--- config.mk ---
export PLATFORM = sky130hd
export DESIGN_NAME = iomem_timer
export DESIGN_NICKNAME = d
export VERILOG_FILES = /design/src/rtl/iomem_timer.sv
export SDC_FILE = /design/constraint.sdc
export NUM_CORES = 1
export LEC_CHECK = 0
export ABC_AREA = 0
export CAP_MARGIN = 20
export CORE_MARGIN = 3
export CORE_UTILIZATION = 25
export DETAILED_ROUTE_END_ITERATION = 8
export SYNTH_ARGS = -nofsm -noshare
export SYNTH_HDL_FRONTEND = slang
export SYNTH_SLANG_ARGS = --single-unit
--- constraint.sdc ---
create_clock -name clk -period 3.8 [get_ports clk]
set_input_delay 0.38 -clock clk [delete_from_list [all_inputs] [get_ports clk]]
set_output_delay 0.38 -clock clk [all_outputs]
set_load 0.005 [all_outputs]
--- src/rtl/iomem_timer.sv ---
// iomem_timer: iomem-bus down-counting timer with prescaler, auto-reload and level interrupt.
// One wait state per access; window decoded on addr[31:8].
module iomem_timer #(
  parameter logic [31:0] BASE_ADDR = 32'h0300_0000
) (
  input  logic        clk,
  input  logic        resetn,
  input  logic        iomem_valid,
  output logic        iomem_ready,
  input  logic [3:0]  iomem_wstrb,
  input  logic [31:0] iomem_addr,
  input  logic [31:0] iomem_wdata,
  output logic [31:0] iomem_rdata,
  output logic        irq_out
);
  logic        en_q, en_d, auto_q, auto_d, irqen_q, irqen_d, expired_q, expired_d;
  logic [31:0] load_q, load_d, count_q, count_d, rdata_d, rd_v;
  logic [15:0] prescale_q, prescale_d, pcnt_q, pcnt_d;
  logic        sel, wr, tick;
  logic [5:0]  off;
  logic        unused_ok;

  function automatic logic [31:0] merge(input logic [31:0] old, input logic [31:0] nw, input logic [3:0] s);
    logic [31:0] r;
    for (int i = 0; i < 4; i++) r[i*8+:8] = s[i] ? nw[i*8+:8] : old[i*8+:8];
    return r;
  endfunction

  assign unused_ok = ^iomem_addr[1:0];
  // Gating on !iomem_ready keeps the ack to a single cycle while valid is still held.
  assign sel  = iomem_valid && iomem_addr[31:8] == BASE_ADDR[31:8] && !iomem_ready;
  assign wr   = sel && |iomem_wstrb;
  assign off  = iomem_addr[7:2];
  assign tick = en_q && pcnt_q == prescale_q;
  assign rd_v = off == 6'd0 ? {29'b0, irqen_q, auto_q, en_q} :
                off == 6'd1 ? load_q :
                off == 6'd2 ? count_q :
                off == 6'd3 ? {16'b0, prescale_q} :
                off == 6'd4 ? {31'b0, expired_q} : 32'b0;
  assign rdata_d = sel ? rd_v : 32'b0;
  assign irq_out = expired_q && irqen_q;

  always_comb begin
    en_d       = en_q;
    auto_d     = auto_q;
    irqen_d    = irqen_q;
    load_d     = load_q;
    count_d    = count_q;
    prescale_d = prescale_q;
    pcnt_d     = (!en_q || tick) ? 16'd0 : pcnt_q + 16'd1;
    if (tick) begin
      if (count_q != 32'd0) count_d = count_q - 32'd1;
      else if (auto_q) count_d = load_q;
      else en_d = 1'b0;
    end
    // Expiry beats a same-edge STATUS clear.
    expired_d = (tick && count_q == 32'd1) ? 1'b1 :
                (wr && off == 6'd4 && iomem_wstrb[0] && iomem_wdata[0]) ? 1'b0 : expired_q;
    if (wr && off == 6'd0 && iomem_wstrb[0]) {irqen_d, auto_d, en_d} = iomem_wdata[2:0];
    if (wr && off == 6'd1) load_d = merge(load_q, iomem_wdata, iomem_wstrb);
    if (wr && off == 6'd2) count_d = merge(count_q, iomem_wdata, iomem_wstrb);
    if (wr && off == 6'd3) begin
      prescale_d = {iomem_wstrb[1] ? iomem_wdata[15:8] : prescale_q[15:8],
                    iomem_wstrb[0] ? iomem_wdata[7:0]  : prescale_q[7:0]};
      pcnt_d     = 16'd0;
    end
  end

  always_ff @(posedge clk) begin
    if (!resetn) begin
      en_q        <= 1'b0;
      auto_q      <= 1'b0;
      irqen_q     <= 1'b0;
      expired_q   <= 1'b0;
      load_q      <= 32'd0;
      count_q     <= 32'd0;
      prescale_q  <= 16'd0;
      pcnt_q      <= 16'd0;
      iomem_ready <= 1'b0;
      iomem_rdata <= 32'd0;
    end else begin
      en_q        <= en_d;
      auto_q      <= auto_d;
      irqen_q     <= irqen_d;
      expired_q   <= expired_d;
      load_q      <= load_d;
      count_q     <= count_d;
      prescale_q  <= prescale_d;
      pcnt_q      <= pcnt_d;
      iomem_ready <= sel;
      iomem_rdata <= rdata_d;
    end
  end
endmodule

==> results of run 1 <==
registers in the layout, summed over array words and instances (netlist names):
| name | flops |
|---|---|
| irqen_q | 1 |
| en_q | 1 |
| pcnt_q | 16 |
| expired_q | 1 |
| prescale_q | 16 |
| auto_q | 1 |
| iomem_ready | 1 |
| load_q | 32 |
| iomem_rdata | 32 |
| count_q | 32 |
layer usage:
metal | up-vias | GRT usage, %
met2 | 197 | 23.9
met4 | 0 | 4.76
met5 | - | 0
li1 | 3150 | -
met3 | 29 | 4.25
met1 | 3116 | 19.7
area by class of cell:
| type | instances | area (µm²) | share of cell area, % |
|---|---|---|---|
| clock inverters | 11 | 176 | 2.01 |
| clock buffers | 20 | 447 | 5.10 |
| multi-input cells | 624 | 3800 | 43.3 |
| well taps | 335 | 419 | 4.78 |
| flip-flops and latches | 133 | 2660 | 30.4 |
| repair buffers | 127 | 1210 | 13.8 |
| inverters | 14 | 52.6 | 0.600 |
logic make-up after synthesis:
| family | after synthesis | share of synthesized area [%] |
|---|---|---|
| AND/OR/NAND/NOR | 335 | 24.3 |
| adder cells (fa/ha/maj) | 4 | 0.740 |
| AO/OA/AOI/OAI | 199 | 18.9 |
| buffers and inverters | 71 | 4.51 |
| flip-flops | 133 | 39.4 |
| XOR/XNOR | 43 | 5.57 |
| multiplexers | 43 | 6.66 |
worst max-delay path, delay by kind of cell:
| kind | cells | cell delay, ps |
|---|---|---|
| and+or+nand+nor | 3 | 1110 |
| buffers and inverters | 3 | 1100 |
| AOI/OAI and AO/OA | 3 | 680 |
synthesized netlist by cell type, types with 3 or more instances:
| master | count |
|---|---|
| buf_6 | 3 |
| nor4_1 | 27 |
| and3_1 | 9 |
| xor2_1 | 24 |
| nand2_1 | 97 |
| a2bb2oi_1 | 3 |
| dfxtp_1 | 133 |
| a32oi_1 | 3 |
| inv_1 | 13 |
| or3_1 | 8 |
| a21oi_1 | 64 |
| nor3_1 | 23 |
| buf_2 | 4 |
| nor2_1 | 89 |
| nand2b_1 | 6 |
| o21ai_0 | 39 |
| a22oi_1 | 31 |
| o21a_1 | 8 |
| o41ai_1 | 5 |
| xnor2_1 | 19 |
| nand3_1 | 25 |
| and2_1 | 9 |
| nand4_1 | 17 |
| mux2_2 | 15 |
| clkbuf_1 | 47 |
| a21o_1 | 6 |
| mux2i_1 | 27 |
| a31oi_1 | 10 |
| o31a_1 | 12 |
| ha_1 | 4 |
| or4_1 | 3 |
| or2_2 | 3 |
worst max path at each step:
stage	from	end	slack, ps	cells past startpoint
final	iomem_wstrb[0]	count_q[26]	830	9
after global routing	iomem_wstrb[0]	count_q[26]	740	9
after CTS	iomem_wstrb[0]	count_q[26]	920	9
after detailed placement	iomem_wstrb[0]	count_q[26]	490	9
after global placement	iomem_addr[26]	load_q[28]	520	7
after floorplan	iomem_addr[26]	count_q[8]	1160	8
power by group through the flow:
| stage | logic, µW | registers, µW | clock network (µW) |
|---|---|---|---|
| 2_1_floorplan | 33.7 | 1430 | 0 |
| 3_3_place_gp | 139 | 1430 | 0 |
| 3_5_place_dp | 139 | 1430 | 0 |
| 4_1_cts | 140 | 1390 | 1790 |
| 5_1_grt | 147 | 1390 | 1850 |
| 6_report | 140 | 1390 | 1760 |
through the flow:
step	area, µm²	hold slack [ps]	instances	setup WS [ps]
6_report	8760	463	1264	832
3_3_place_gp	8140	452	1233	524
5_1_grt	8760	493	1264	735
4_1_cts	8760	468	1264	920
3_5_place_dp	8140	459	1233	493
2_1_floorplan	6760	436	828	1160
==> results.tsv, run 1 <==
stage	metric	value	unit
outcome	status	complete, no violations	
routing	routed_wl	21900	µm
timing	min_period	2970	ps
floorplanning	die_x	170	µm
cts	clock_latency	430	ps
logic_synthesis	synth_top_area_share	39.4	%
hold_path	min_delay_path_depth	2	
logic_synthesis	synth_cell_types	65	
timing	slew_viol_final	0	
layout	nets	992	
setup_path	cp-start-kind	primary input	
setup_path	path_class	primary input to register	
power	switching_share	21.5	%
global_routing	grt_pass1_vias	6262	
logic_synthesis	synth_area_per_cell	8.17	µm²
routing	via_count	6492	
floorplanning	dieArea	29100	µm²
layout	drive_gt1_share	8.72	%
timing	max_freq	337	MHz
power	p_int	2580	µW
setup_path	critPathRequiredTime	4110	ps
logic_synthesis	syn_nets	903	
logic_synthesis	synth_edf_count	0	
global_routing	grt_max_degree	40	
routing	drt_iter0_drc	449	
setup_path	end_kind	register	
setup_path	cp_common_cell	buf_4	
hold_path	hp-start	load_q[28]	
hold_path	whs_endpoint	load_q[28]	
cts	numCtsBuffers	17	
global_routing	antenna_found_initial	0	
cts	cts_resized	0	
logic_synthesis	ys.flop_type	dfxtp_1	
power	p_comb_share	4.3	%
global_routing	grt_pass1_wl	34200	µm
routing	dr.pass1.iters	4	
routing	wl_met1	10100	µm
cts	postCtsSetupBuffers	0	
setup_path	crit_fanout	17	
routing	routedWlPerCell	17.3	µm
hold_path	holdCritPathClass	register to register	
floorplanning	pin_count	105	
power	p_per_area	376	nW/µm²
logic_synthesis	ys_seq_area_share	39.4	%
timing	clock_skew	7.09	ps
layout	synthToLayoutAreaGrowth	29.5	%
cts	cts_tree	done	
power	peakVddDrop	0.274	mV
setup_path	critPathArrivalTime	3280	ps
cts	cts_max_path_buffers	2	
timing	post-route-period-util	78.1	%
power	power	3290	µW
power	seq_power_share	42.3	%
floorplanning	initial_utilization	25.7	%
routing	final_antenna_net_count	0	
layout	layout_common_cells	dfxtp_1, clkdlybuf4s50_1, nand2_1	
layout	diodes	0	
setup_path	r2r_end	count_q[9]	
timing	tns	0	ps
cts	cts.sink_count	133	
cts	clk_pin_slew	60	ps
timing	finalHoldViolCount	0	
cts	htreeDepth	4	
logic_synthesis	synthArstFlopShare	0	%
routing	top_layer	met4	
setup_path	slowest_stage	nor4_1	
routing	dr_wl_met3	1420	µm
layout	mostFrequentLayoutCell	dfxtp_1	
floorplanning	core_area	26400	µm²
global_routing	globalRouteTotalUtil	15.0	%
logic_synthesis	yosysTopAreaCell	dfxtp_1	
routing	dr_wl_met2	10000	µm
routing	drt-vias-per-instance	5.14	
setup_path	slowest_delay	740	ps
setup_path	path_cells	clkdlybuf4s50_1 -> nor4_1 -> nor4_2 -> and3_1 -> buf_4 -> o41ai_1 -> buf_4 -> a21boi_0 -> a21oi_1	
power	switchingPower	710	µW
run	maxCapViolations	0	
cts	root_buffer	clkbuf_16	
logic_synthesis	synthCells	828	
cts	hold_buffers	0	
timing	tightest_slew	853	ps
power	clkPwrFrac	53.4	%
timing	setup_violations	0	
routing	drcViolationCount	0	
layout	final_util	33.2	%
logic_synthesis	synth_area_leaders	dfxtp_1, nand2_1, nor2_1	
placement	gp_congestion	0.839	
floorplanning	std_cell_rows	59	
timing	maxSlewHeadroom	43.0	%
floorplanning	die_h	170	µm
setup_path	r2r_cells	6	
placement	port-buffer-count	102	
setup_path	reg2reg_from	count_q[16]	
power	p_leak	0.00317	µW
setup_path	r2r_slack	920	ps
placement	hpwl	15900	µm
logic_synthesis	yosysWarnings	0	
timing	rsz0062_at_grt	no	
logic_synthesis	syn_area	6760	µm²
logic_synthesis	synth_seq_cells	133	
global_routing	overflow	0	
layout	fillCellCount	2716	
Note: power is estimated with default switching activity, not from simulation.
==> run 2, diff against run 1 <==
==> constraint.sdc (replaced) <==
create_clock -name clk -period 2.4 [get_ports clk]
set_input_delay 0.24 -clock clk [delete_from_list [all_inputs] [get_ports clk]]
set_output_delay 0.24 -clock clk [all_outputs]
set_load 0.005 [all_outputs]
==> results.tsv, run 2 (synthesis results as in run 1) <==
stage	metric	value	unit	change
timing	maxSlewHeadroom	53.1	%	+10 points
setup_path	reg2reg_from	count_q[19]		
floorplanning	initial_utilization	25.7	%	unchanged
global_routing	antenna_found_initial	1		+1
setup_path	crit_fanout	8		-9
routing	routedWlPerCell	16.9	µm	-2.1%
cts	cts.sink_count	133		unchanged
timing	max_freq	399	MHz	
cts	cts_max_path_buffers	2		unchanged
setup_path	critPathRequiredTime	2710	ps	-1400 ps
setup_path	end_kind	register		
routing	via_count	6971		+7.4%
placement	port-buffer-count	102		unchanged
routing	drt-vias-per-instance	5.03		-2.1%
global_routing	globalRouteTotalUtil	16.1	%	+1.1 points
layout	multiInputGateArea	4080	µm²	+7.5%
layout	layout_common_cells	dfxtp_1, buf_4, clkdlybuf4s50_1		
routing	final_antenna_net_count	0		unchanged
timing	setup_ws	-108	ps	-940 ps
setup_path	r2r_end	count_q[9]		
layout	nets	1113		+12%
setup_path	r2r_slack	-110	ps	-1030 ps
timing	tns	-1270	ps	-1270 ps
layout	final_util	38.4	%	+5.2 points
timing	slew_viol_final	0		unchanged
timing	finalHoldViolCount	0		unchanged
setup_path	path_class	register to register		
routing	routed_wl	23500	µm	+7.4%
hold_path	holdCritPathClass	primary input to register		
timing	tightest_slew	696	ps	-156 ps
global_routing	grt_max_degree	37		-7.5%
global_routing	overflow	0		unchanged
outcome	status	complete, but fails checks		
global_routing	grt_pass1_vias	6805		+8.7%
power	p_leak	0.00391	µW	+23%
setup_path	cp-start-kind	register		
layout	fillCellCount	2630		-3.2%
placement	gp_congestion	0.890		+6.1%
cts	clk_pin_slew	60	ps	about the same
setup_path	r2r_cells	6		unchanged
cts	cts_tree	done		
power	p_per_area	530	nW/µm²	+41%
layout	mostFrequentLayoutCell	dfxtp_1		
global_routing	grt_pass1_wl	37100	µm	+8.4%
layout	drive_gt1_share	24.4	%	+16 points
timing	setup_violations	27		+27
floorplanning	dieArea	29100	µm²	unchanged
cts	hold_buffers	0		unchanged
floorplanning	die_x	170	µm	unchanged
routing	drcViolationCount	0		unchanged
layout	seq_area	2670	µm²	+0.38%
routing	dr.pass1.iters	5		+1
cts	root_buffer	clkbuf_16		
timing	min_period	2510	ps	
layout	reg_top3	count_q: 32 flops, iomem_rdata: 32 flops, load_q: 32 flops		
layout	synthToLayoutAreaGrowth	49.8	%	
floorplanning	std_cell_rows	59		unchanged
timing	post-route-period-util	105	%	
routing	drt_iter0_drc	478		+6.5%
hold_path	hp-start	iomem_wdata[29]		
hold_path	whs_endpoint	load_q[29]		
layout	diodes	0		unchanged
cts	clock_latency	430	ps	about the same
floorplanning	core_area	26400	µm²	unchanged
hold_path	min_delay_path_depth	3		+1
floorplanning	die_h	170	µm	unchanged
timing	clock_skew	14.2	ps	+7.12 ps
power	peakVddDrop	0.336	mV	+22%
placement	hpwl	17200	µm	+8.1%
floorplanning	pin_count	105		unchanged
cts	htreeDepth	4		unchanged
run	maxCapViolations	0		unchanged
timing	rsz0062_at_grt	yes		
setup_path	critPathArrivalTime	2810	ps	-470 ps
outcome	failed_checks	setup timing		
cts	numCtsBuffers	17		unchanged
==> run 2: cell count changes in the layout (fill, tap and decap cells not counted), moves of 6 or more <==
cell,delta
a21oi_1,-9
a21oi_2,+8
buf_12,+7
buf_4,+101
buf_6,+12
dfxtp_1,-6
nor3_1,-6
==> run 2: where the power goes <==
group / total (µW) / internal (µW) / switching, µW
logic: 235 / 128 / 107
registers: 2210 / 2210 / 0.000000829
clock network: 2930 / 1860 / 1070
total: 5370 / 4190 / 1180
==> run 2: layer usage <==
| metal | routed length, µm | vias to the layer above | GRT usage, % |
|---|---|---|---|
| met2 | 10900 | 213 | 25.9 |
| met3 | 1450 | 24 | 3.74 |
| met4 | 322 | 2 | 4.30 |
| li1 | - | 3404 | - |
| met1 | 10800 | 3328 | 21.7 |
| met5 | 13 | - | 0 |
==> run 2: worst max path at each step <==
stage                     slack (ps)     endpoint  cells past startpoint           start
final                           -110   count_q[9]                      6     count_q[19]
after detailed placement        -460  count_q[10]                      8  iomem_wstrb[0]
after floorplan                 -160   count_q[9]                      7     count_q[19]
after CTS                        -80   count_q[9]                      6     count_q[19]
after global placement          -440  count_q[10]                      8  iomem_wstrb[0]
after global routing            -170   count_q[8]                      7     count_q[19]
==> run 2: cell type report <==
class,count,share of cell area [%]
multi-input combinational,624,40.3
timing repair buffer,248,22.2
inverter,14,0.519
sequential,133,26.4
tap,335,4.14
clock inverter,14,2.21
clock buffer,18,4.24
==> run 2: metrics by stage <==
step                cells  setup slack, ps  hold slack, ps  total power, µW  instance area, µm²
floorplan             828             -156             376             2310                6810
global placement     1341             -441             453             2490                9050
detailed placement   1341             -459             458             2490                9050
CTS                  1379            -75.6             382             5420                9800
global route         1386             -169             419             5510               10100
finish               1386             -108             398             5370               10100
==> run 2: worst max-delay path, stage by stage, from the launching register on <==
cell	delay (ps)
dfxtp_2	310
or4_4	540
or3_4	360
or4_4	620
mux2_4	340
mux2i_1	140
a21oi_1	80
==> run 2: timing repair <==
item / in CTS / in global routing
buffers inserted: 6 / 8
gates cloned: 0 / 1
endpoints found under the setup margin: 33 / 33
endpoints found under the hold margin: 0 / 0
pin swaps: 12 / 31
gates resized for setup: 13 / 61
==> run 3, diff against run 2 <==
--- a/config.mk
+++ b/config.mk
@@ -7,9 +7,9 @@
 export LEC_CHECK = 0
 export ABC_AREA = 0
 export CAP_MARGIN = 20
-export CORE_MARGIN = 3
 export CORE_UTILIZATION = 25
 export DETAILED_ROUTE_END_ITERATION = 8
+export GPL_TIMING_DRIVEN = 0
 export SYNTH_ARGS = -nofsm -noshare
 export SYNTH_HDL_FRONTEND = slang
 export SYNTH_SLANG_ARGS = --single-unit
==> results.tsv, run 3 (synthesis results as in run 1) <==
stage	metric	value	unit	change
placement	gp_congestion	0.868		-2.5%
cts	cts_tree	done		
setup_path	cp-start-kind	register		
setup_path	critPathArrivalTime	2820	ps	about the same
floorplanning	die_x	166	µm	-2.3%
placement	port-buffer-count	101		-0.98%
routing	routedWlPerCell	18.2	µm	+7.5%
timing	hold_ws	372	ps	-26.2 ps
timing	min_period	2500	ps	-4.63 ps
timing	finalHoldViolCount	0		unchanged
layout	fin_cells	1322		-4.6%
layout	drive_gt1_share	17.5	%	-6.8 points
timing	clock_skew	11.4	ps	-2.83 ps
cts	numCtsBuffers	17		unchanged
outcome	failed_checks	DRC, setup timing		
timing	maxSlewHeadroom	52.2	%	-0.91 points
timing	tns	-1040	ps	+233 ps
timing	post-route-period-util	104	%	-0.19 points
layout	diodes	0		unchanged
setup_path	critPathRequiredTime	2720	ps	about the same
hold_path	hp-start	iomem_wstrb[0]		
routing	drt-vias-per-instance	5.26		+4.6%
power	power	5020	µW	-6.5%
global_routing	grt_pass1_wl	37200	µm	+0.28%
floorplanning	dieArea	27700	µm²	-4.6%
layout	mostFrequentLayoutCell	dfxtp_1		
cts	root_buffer	clkbuf_16		
cts	htreeDepth	4		unchanged
routing	drt_iter0_drc	517		+8.2%
floorplanning	die_h	166	µm	-2.3%
routing	via_count	6954		-0.24%
placement	hpwl	17200	µm	about the same
timing	tightest_slew	717	ps	+21.3 ps
setup_path	end_kind	register		
setup_path	path_class	register to register		
setup_path	crit_fanout	4		-4
routing	final_antenna_net_count	0		unchanged
outcome	status	complete, but fails checks		
global_routing	grt_pass1_vias	6574		-3.4%
setup_path	r2r_cells	7		+1
cts	hold_buffers	0		unchanged
global_routing	overflow	0		unchanged
global_routing	globalRouteTotalUtil	17.1	%	+1.1 points
global_routing	grt_max_degree	17		-54%
placement	place_inst	1267		-5.5%
cts	clock_latency	430	ps	about the same
cts	cts_max_path_buffers	2		unchanged
layout	synthToLayoutAreaGrowth	41.4	%	
timing	setup_violations	24		-11%
floorplanning	core_area	26300	µm²	-0.28%
setup_path	r2r_end	count_q[9]		
routing	drcViolationCount	14		+14
layout	reg_top3	count_q: 32 flops, iomem_rdata: 32 flops, load_q: 32 flops		
global_routing	antenna_found_initial	0		-1
layout	nets	1049		-5.8%
hold_path	min_delay_path_depth	3		unchanged
timing	max_freq	399	MHz	+0.18%
floorplanning	std_cell_rows	59		unchanged
floorplanning	pin_count	105		unchanged
timing	setup_ws	-103	ps	+4.62 ps
run	maxCapViolations	0		unchanged
power	p_leak	0.00351	µW	-10%
floorplanning	initial_utilization	25.7	%	+0.072 points
setup_path	reg2reg_from	count_q[16]		
cts	cts.sink_count	133		unchanged
routing	routed_wl	24100	µm	+2.5%
routing	dr.pass1.iters	7		+2
cts	clk_pin_slew	60	ps	about the same
hold_path	holdCritPathClass	primary input to register		
setup_path	r2r_slack	-100	ps	about the same
layout	layout_common_cells	dfxtp_1, clkdlybuf4s50_1, nand2_1		
power	peakVddDrop	0.484	mV	+44%
hold_path	whs_endpoint	count_q[3]		
power	p_per_area	525	nW/µm²	-0.91%
timing	slew_viol_final	0		unchanged
timing	rsz0062_at_grt	yes		
## run 3: cell types whose count changed in the layout (fill, tap and decap cells not counted), sizes merged
cell | before | now
bufinv | 5 | 1
inv | 16 | 18
clkdlybuf4s15 | 1 | 0
clkdlybuf4s50 | 102 | 101
bufbuf | 0 | 1
buf | 145 | 50
clkinv | 3 | 5
clkbuf | 18 | 50
## run 3: worst max path at each step
stage / startpoint / to
global route: count_q[3] / count_q[9]
detailed placement: iomem_addr[4] / load_q[30]
finish: count_q[16] / count_q[9]
global placement: iomem_wstrb[3] / count_q[10]
CTS: count_q[16] / count_q[9]
floorplan: count_q[19] / count_q[9]
## run 3: report_power, final
group | switching [µW] | internal (µW) | leakage, µW
combinational | 113 | 119 | 0.00216
sequential | 0.00000124 | 2200 | 0.00108
clock | 1100 | 1480 | 0.000274
## run 3: cell type report
class / instances / area [µm²]
fill: 2693 / 16700
multi-input combinational: 624 / 4210
sequential: 133 / 2680
timing repair buffer: 142 / 1380
clock buffer: 18 / 439
tap: 335 / 419
buffer: 42 / 243
clock inverter: 14 / 144
inverter: 14 / 52.6
## run 3: metal layers
metal	up-vias	global-route usage [%]	routed length, µm	part of all wire, %
li1	3278	-	-	-
met1	3368	22.8	10800	45
met2	272	27.2	11100	46
met3	36	3.64	1750	7.3
met4	0	6.28	451	1.9
met5	-	0	0	0
## run 3: worst max-delay path, cell delays in order, from the launching register on
cell and delay (ps):
dfxtp_4 350, or4_4 530, or3_4 360, or4_4 490, buf_12 170, mux2_4 290
mux2i_1 140, a21oi_1 70
## run 3: through the flow
stage	area (µm²)	utilization (%)	worst slack (ps)
CTS	9340	35.5	-100
global placement	8240	31.3	-1330
detailed placement	8260	31.4	-1310
floorplan	6810	-	-156
finish	9560	36.4	-103
global route	9560	36.4	-193
## run 3: what timing repair did
item / in CTS / in global routing
gates resized for setup: 70 / 42
endpoints found under the setup margin: 115 / 74
cloned: 3 / 0
endpoints found under the hold margin: 0 / 0
setup buffers: 27 / 9
pin swaps: 15 / 8
